`src/rtl/inst_fetch_unit.sv`:
```
// inst_fetch_unit: owns the PC and drives the combinational ROM (rom_addr/rom_read_enable), fills IF/ID, and handles stall/flush/redirect/halt/out-of-range plus a fetch counter.
module inst_fetch_unit #(
  parameter logic [31:0] RESET_PC = 32'h0000_0000,
  parameter int unsigned ROM_DEPTH = 256,
  parameter logic [31:0] NOP_INST = 32'h0000_0013
) (
  input  logic        clk,
  input  logic        rst,
  input  logic        stall,
  input  logic        flush,
  input  logic        redirect_valid,
  input  logic [31:0] redirect_target,
  input  logic        halt_req,
  output logic        rom_read_enable,
  output logic [31:0] rom_addr,
  input  logic [31:0] rom_inst,
  output logic        if_id_valid,
  output logic [31:0] if_id_pc,
  output logic [31:0] if_id_inst,
  output logic        halted,
  output logic        fetch_oob,
  output logic        misalign_err,
  output logic [31:0] fetch_count
);
  typedef enum logic {RUN, HALTED} state_t;
  localparam logic [31:0] DEPTH = 32'(ROM_DEPTH);
  state_t state, state_next;
  logic [31:0] pc;
  logic in_range, go, fetch, stop, oob_hit, bubble;
  assign rom_addr = pc;
  assign in_range = (pc >> 2) < DEPTH;
  assign rom_read_enable = state == RUN && in_range && !stall;
  assign halted = state == HALTED;
  assign go = state == RUN && !redirect_valid && !flush && !stall;
  assign stop = go && (halt_req || !in_range);
  assign fetch = go && !halt_req && in_range;
  assign oob_hit = go && !halt_req && !in_range;
  assign bubble = redirect_valid || (state == RUN && flush) || stop;
  always_comb begin
    state_next = redirect_valid ? RUN : stop ? HALTED : state;
  end
  always_ff @(posedge clk) begin
    if (rst) state <= RUN;
    else state <= state_next;
  end
  always_ff @(posedge clk) begin
    if (rst) begin
      pc <= RESET_PC;
      if_id_valid <= 1'b0;
      if_id_pc <= 32'd0;
      if_id_inst <= NOP_INST;
      fetch_oob <= 1'b0;
      misalign_err <= 1'b0;
      fetch_count <= 32'd0;
    end else begin
      misalign_err <= redirect_valid && redirect_target[1:0] != 2'b00;
      if (redirect_valid) pc <= {redirect_target[31:2], 2'b00};
      else if (fetch) pc <= pc + 32'd4;
      if (fetch) begin
        if_id_valid <= 1'b1;
        if_id_pc <= pc;
        if_id_inst <= rom_inst;
        fetch_count <= fetch_count + 32'd1;
      end else if (bubble) begin
        if_id_valid <= 1'b0;
        if_id_inst <= NOP_INST;
      end
      if (oob_hit) fetch_oob <= 1'b1;
    end
  end
endmodule

```
`config.mk`:
```
export PLATFORM = sky130hd
export DESIGN_NAME = inst_fetch_unit
export DESIGN_NICKNAME = d
export VERILOG_FILES = /design/src/rtl/inst_fetch_unit.sv
export SDC_FILE = /design/constraint.sdc
export NUM_CORES = 1
export LEC_CHECK = 0
export CAP_MARGIN = 20
export CELL_PAD_IN_SITES_DETAIL_PLACEMENT = 1
export CELL_PAD_IN_SITES_GLOBAL_PLACEMENT = 1
export CORE_MARGIN = 3
export CORE_UTILIZATION = 34
export DETAILED_ROUTE_END_ITERATION = 8
export GPL_ROUTABILITY_DRIVEN = 0
export PLACE_DENSITY = 0.94
export REMOVE_ABC_BUFFERS = 1
export SYNTH_ARGS = -nofsm -noshare
export SYNTH_HDL_FRONTEND = slang
export SYNTH_SLANG_ARGS = --single-unit
```
`constraint.sdc`:
```
create_clock -name clk -period 5.9 [get_ports clk]
set_clock_uncertainty 0.05 [all_clocks]
set_input_delay 0.59 -clock clk [delete_from_list [all_inputs] [get_ports clk]]
set_output_delay 0.59 -clock clk [all_outputs]
set_load 0.01 [all_outputs]
```
# After elaboration in Yosys (flattened, before gate mapping)

Cells that the tools add are included.

Bits in registers: 132
Bits of input ports: 70
Output and inout bits: 133
Word-level logic and storage cells: 42

Add/subtract/negate cells: 2
Order comparisons: 1
Muxes and demuxes: 6
Bitwise gates (word level): 1
Reductions and logical operators: 23

Operator list:

| kind                                                                          | count |
|---|---|
| 32-bit 2-to-1 mux                                                             | 4 |
| 32-bit by 1-bit adder with 32-bit output, second input constant               | 1 |
| 32-bit by 3-bit adder with 32-bit output, second input constant               | 1 |
| 30-bit by 9-bit less-than comparator with 1-bit output, second input constant | 1 |
| 1-bit logical AND                                                             | 11 |
| 2-bit nonzero test                                                            | 3 |
| 1-bit logical NOT                                                             | 5 |
| 1-bit logical OR                                                              | 3 |
| 1-bit 2-to-1 mux                                                              | 2 |
| 2-bit OR reduction                                                            | 1 |
| 1-bit NOT                                                                     | 1 |

# Depth between registers and ports, before layout

Gate-level depths: netlist (run 1).

Depth after elaboration: 8
Depth in mapped cells: 8

# Least setup slack after synthesis (run 1)

No wires, ideal clock.

Kind: input -> register
Start: input redirect_valid
End: register fetch_count[15]
Library setup time: 0.070 ns
Arrival: 2.262 ns
Data required time: 5.780 ns
Path slack: 3.518 ns
Cell stages on the path: 6
Buffers on the path: 1
Cells stage by stage: nor4_2 > nand4b_1 > or3_1 > clkbuf_1 > or4_1 > a21oi_1

Longest elaborated chain between the ends: 6

Ends and longest elaborated chain:

| element                         | line | source |
|---|---|---|
| start: declaration              | 11   | `input logic redirect_valid,` |
| 1-bit logical NOT               | 34   | `assign go = state == RUN && !redirect_valid && !flush && !stall;` |
| 1-bit logical AND (3 in series) | 34   |  |
| 1-bit logical AND (2 in series) | 36   | `assign fetch = go && !halt_req && in_range;` |
| end signal: assignment          | 63   | `fetch_count <= fetch_count + 32'd1;` |
| end: declaration                | 23   | `output logic [31:0] fetch_count` |

Every way passes these cells.
A chain may end at the register's enable or synchronous reset.

# Worst setup path after layout (run 1)

Start: input halt_req
End: register fetch_count[25]

Longest elaborated chain between the ends: 3

Ends and longest elaborated chain:

| element                         | line | source |
|---|---|---|
| start: declaration              | 13   | `input logic halt_req,` |
| 1-bit logical NOT               | 36   |  |
| 1-bit logical AND (2 in series) | 36   |  |

Every way passes these cells.

==> results of run 1 <==
[sequential cells by signal, summed over array words and instances, names as in the netlist]
register,flops
halted,1
misalign_err,1
if_id_inst,32
fetch_count,32
fetch_oob,1
if_id_valid,1
rom_addr,30
if_id_pc,30
[worst reg2reg max path, cell delays in order (launching register included)]
cell      delay [ns]
dfxtp_1         0.33
nor4_2          0.45
nand4b_1        0.58
or3_1           0.75
or4b_1          0.61
a21oi_1         0.19
[cell usage after synthesis, types with 6 or more instances]
master / n / area share [%]
dfxtp_1: 128 / 51
nor2_1: 71 / 5.3
a21oi_1: 39 / 3.9
nand2_1: 36 / 2.7
a22oi_1: 30 / 4.5
clkbuf_1: 26 / 1.9
and2_1: 22 / 2.7
mux2i_1: 22 / 4.4
or4_1: 13 / 1.9
o31ai_1: 12 / 1.8
nand4_1: 11 / 1.4
o21ai_0: 10 / 0.99
xnor2_1: 10 / 1.7
inv_1: 9 / 0.67
nand3_1: 9 / 0.90
nor3_1: 9 / 0.90
and3_1: 8 / 0.99
nor4_1: 8 / 0.99
or3_1: 8 / 0.99
nor4_2: 6 / 1.5
[layout by cell type (no fill, tap or decap), drive strengths merged, types with 5 or more instances in the layout]
cell type and n:
nor2 71, nand2b 5, and3 8, nand4 11, a22oi 30, clkbuf 20, or4 15, buf 6
nor3 9, and2 23, nor4 14, dfxtp 128, inv 12, xnor2 10, o21ai 10, o31ai 12
a21oi 39, clkdlybuf4s50 196, nand3 10, or3 8, mux2i 22, nand2 36, and4 5
[power breakdown]
| group | switching, W | internal [W] |
|---|---|---|
| combinational | 0.0000733 | 0.0000821 |
| clock | 0.000404 | 0.000721 |
| sequential | 0.0000158 | 0.000878 |
| total | 0.000493 | 0.00168 |
[cells by family after synthesis]
| family | after synthesis |
|---|---|
| fa+ha+maj | 2 |
| mux | 23 |
| compound gates | 106 |
| other cells | 1 |
| flops | 128 |
| buf+inv | 48 |
| simple gates | 226 |
| xor+xnor | 10 |
[worst paths after layout]
kind / to / slack (ns)
worst min register to register: if_id_pc[9] / 0.41
worst max-delay path: fetch_count[25] / 2.54
worst max register to register: fetch_count[25] / 2.86
worst min-delay path: if_id_pc[9] / 0.41
[cell type report]
class                      count  area [um2]
tap                          180         225
clock buffer                  20         447
inverter                       9        33.8
clock inverter                12         180
multi-input combinational    371        2270
sequential                   128        2560
fill                        1540        6400
timing repair buffer         202        2020
[metal layers]
metal	wire, um	share of wire, %
met2	9870	52
met5	0	0
met3	1400	7.4
met1	7100	37
met4	633	3.3
[per-stage QoR]
stage | util [%] | power, W
after global placement | 50.1 | 0.00106
after detailed placement | 50.1 | 0.00106
after CTS | 54.6 | 0.00219
final | 54.8 | 0.00217
after global routing | 54.8 | 0.00225
after floorplan | - | 0.000952
==> results.cfg, run 1 <==
[worst_setup_path]
worstSetupPathDepth = 6
crit_buf_inv = 1
reg2regPathDepth = 5
critical_path_class = in -> reg
slowest_stage = or3_1
critPathLaunchType = primary input
cp_max_fo = 14
required_ns = 6.18
cp-end-kind = flop
r2r_start = rom_addr[14]
path_cells = clkdlybuf4s50_1 -> nor4_2 -> nand4b_1 -> or3_1 -> or4b_1 -> a21oi_1
max_stage_delay_ns = 0.75
crit_start = halt_req
worst_path_dominant_cell_family = simple AND/OR/NAND/NOR gates
arrival_ns = 3.64

[grt]
gr-usage-met3_pct = 8.49
grt_max_degree = 63
use_met1_pct = 25.0
grt_use_total_pct = 23.5
grt_pass1_vias = 5365
grtUsageMet2_pct = 41.7
antenna_found_initial = 0
grt_overflow = 0
grt-busiest-layer = met2
grt_pass1_wl_um = 29900

[final_layout]
diodes = 0
final_cell_area_um2 = 7750
layout-area-overhead-vs-synth_pct = 54.0
nets = 801
drive_above_1_share_pct = 6.87
fin_cells = 922

[route]
num_vias = 4884
drc = 0
drt-vias-per-instance = 5.30
wirelength_um = 19000
firstDrtPassIters = 4
drt_iter0_markers = 215
drt.antenna.violating_nets = 0
wl_per_cell_um = 20.6

[placed_design]
place_hpwl_um = 13000
pre_cts_ws_ns = 1.75
postPlaceCellArea_um2 = 7090
portBuffers = 198
place_inst = 889

[run]
drv_cap = 0

[worst_hold_path]
holdPathStages = 2
hp-start = if_id_pc[9]
hold_class = reg -> reg

[clock_network]
htree_levels = 4
clock_path_buffers = 2
clk_pin_slew_ns = 0.06
hold_buffers = 0
cts-root-buf = clkbuf_16
cts_resized = 0
clock-sinks = 128
clk_latency_ns = 0.42
cts_tree = done
cts_buffers = 17
post-cts-setup-buffer-count = 0

[logic_synthesis]
async_reset_ff_share_pct = 0
synth_area_um2 = 5030
synth_flop_cell = dfxtp_1
syn_inst = 544
yosys_warnings = 0
synth_edf_count = 0
synth_seq_cells = 128
ys_types = 46
synthXorXnorAreaFrac_pct = 1.74
synth.avg_cell_area_um2 = 9.25
synth_compound_area_share_pct = 13.5
synth_mux_area_share_pct = 4.60
synthSimpleGateAreaFrac_pct = 24.4
yosys.area_share.adder_pct = 0.497
synth_top_family_by_area = simple AND/OR/NAND/NOR gates
ys_seq_area_share_pct = 50.9

[pwr]
ir_drop_v = 0.000175
power.leakage_nw = 2.72
p_per_area_nw_per_um2 = 281

[sta]
finalMaxSlewViolations = 0
min_period_over_period_pct = 56.9
finalSetupViolations = 0
rsz0062_at_grt = false
period_needed_ns = 3.36
whs_ns = 0.406
slew_headroom_pct = 36.0
worst_slack_ns = 2.54
max_freq_ghz = 0.298
tightest_slew_ns = 0.957
hold_viol_final = 0
setup_tns_ns = 0

[die]
ioPinCount = 203
die_h_um = 128
start_util_pct = 35.6
die_area_um2 = 16300
core_area_um2 = 14100
fp.dieW_um = 128
rows = 43

[run_status]
outcome = complete, no violations
Power figures use the tool's default switching activity.
==> run 2: changes to the inputs <==
CORE_UTILIZATION = 28   (was 34)
PLACE_DENSITY = 0.83   (was 0.94)
clock period = 2.8 ns   (was 5.9 ns; I/O delays follow)
==> run 2 against run 1 <==
Via count is 0.72% lower. Sequential share of layout area down 0.45 points. Highest routed layer unchanged. Die area up 20%. Sequential power increased by 110%. Hold slack got worse by 0.14 ns. Largest cell class unchanged. Cell area is 1.4% higher. First-iteration DRC count decreased by 4.2%. Non-clock buffer count is 13 higher.
==> results.cfg, run 2 (synthesized netlist as in run 1, its figures left out) <==
[run_status]
outcome = complete, no violations

[clock_network]
clk_pin_slew_ns = 0.07
cts_tree = done
clock-sinks = 128
cts_buffers = 17
cts-root-buf = clkbuf_16
clk_latency_ns = 0.41
clock_path_buffers = 2
htree_levels = 4

[final_layout]
diodes = 0
drive_above_1_share_pct = 8.74
final_cell_mix = clkdlybuf4s50_1, dfxtp_1, nor2_1
fin_util_pct = 45.1
fin_cells = 980
final_cell_area_um2 = 7850
top_regs = fetch_count (32), if_id_inst (32)
mostFrequentLayoutCell = clkdlybuf4s50_1
layout-area-overhead-vs-synth_pct = 56.1
fillCellCount = 1975
nets = 814

[grt]
grt_pass1_vias = 5067
antenna_found_initial = 0
grt_max_degree = 41
grt_overflow = 0
grt_use_total_pct = 17.9
grt_pass1_wl_um = 28100

[sta]
min_period_over_period_pct = 89.6
finalSetupViolations = 0
slew_headroom_pct = 64.1
tightest_slew_ns = 0.538
max_freq_ghz = 0.399
period_needed_ns = 2.51
hold_viol_final = 0
rsz0062_at_grt = false
worst_slack_ns = 0.292
finalMaxSlewViolations = 0

[pwr]
ir_drop_v = 0.000414
power.leakage_nw = 2.78
power_w = 0.00443
p_per_area_nw_per_um2 = 565

[route]
wl_per_cell_um = 17.6
wirelength_um = 17200
drt.antenna.violating_nets = 0
drt-vias-per-instance = 4.95
drc = 0
drt_iter0_markers = 206
num_vias = 4849
firstDrtPassIters = 4

[die]
die_h_um = 140
die_area_um2 = 19600
start_util_pct = 28.9
rows = 48
fp.dieW_um = 140
core_area_um2 = 17400
ioPinCount = 203

[worst_setup_path]
critPathLaunchType = flop
reg2reg_slack_ns = 0.29
cp_max_fo = 21
critical_path_class = reg -> reg
arrival_ns = 2.79
cp-end-kind = flop
required_ns = 3.08

[placed_design]
place_inst = 948
pre_cts_ws_ns = 0.0642
postPlaceCellArea_um2 = 7250
portBuffers = 198
place_hpwl_um = 12400

[run]
drv_cap = 0

[worst_hold_path]
hold_class = in -> reg
==> run 2: through the flow <==
step	setup TNS, ns	hold slack (ns)
global route	0	0.284
detailed placement	0	0.395
finish	0	0.270
global placement	0	0.390
floorplan	-47.97	0.299
CTS	0	0.246
==> run 2: cell type report <==
| cell class | instances | area [um2] | share of cell area [%] |
|---|---|---|---|
| clock buffer | 17 | 425 | 5.42 |
| clock inverter | 15 | 171 | 2.18 |
| inverter | 9 | 33.8 | 0.430 |
| multi-input combinational | 371 | 2270 | 29.0 |
| sequential | 128 | 2560 | 32.6 |
| tap | 225 | 282 | 3.58 |
| timing repair buffer | 215 | 2100 | 26.8 |
==> run 2: critical path, cell delays in order (launching register included) <==
cell and delay, ns:
dfxtp_1 0.33, nor4_2 0.37, nand4_1 0.14, buf_4 0.24, or3_1 0.57, or4b_1 0.55, a21oi_1 0.16
==> run 2: routing by layer <==
metal | part of all wire, % | GRT usage, %
met4 | 1.0 | 4.13
met5 | 0 | 0
met1 | 41 | 20.9
met2 | 49 | 30.1
met3 | 8.8 | 8.09
==> run 2: repair_timing <==
action | CTS | global route
hold buffers | 0 | 0
endpoints found under the setup margin | 0 | 1
gates resized for setup | 0 | 1
buffers inserted | 0 | 0
==> run 2: path summary, 6_finish.rpt <==
kind / depth (start not counted) / endpoint / start
setup reg to reg: 6 / fetch_count[25] / rom_addr[26]
hold reg to reg: 2 / if_id_pc[6] / if_id_pc[6]
setup / recovery: 6 / fetch_count[25] / rom_addr[26]
hold / removal: 2 / fetch_count[11] / rst
==> run 2: power breakdown <==
part | internal (W) | total (W) | switching (W)
combinational | 0.000179 | 0.000323 | 0.000145
clock | 0.00134 | 0.00223 | 0.000893
sequential | 0.00185 | 0.00188 | 0.0000293
total | 0.00337 | 0.00443 | 0.00107
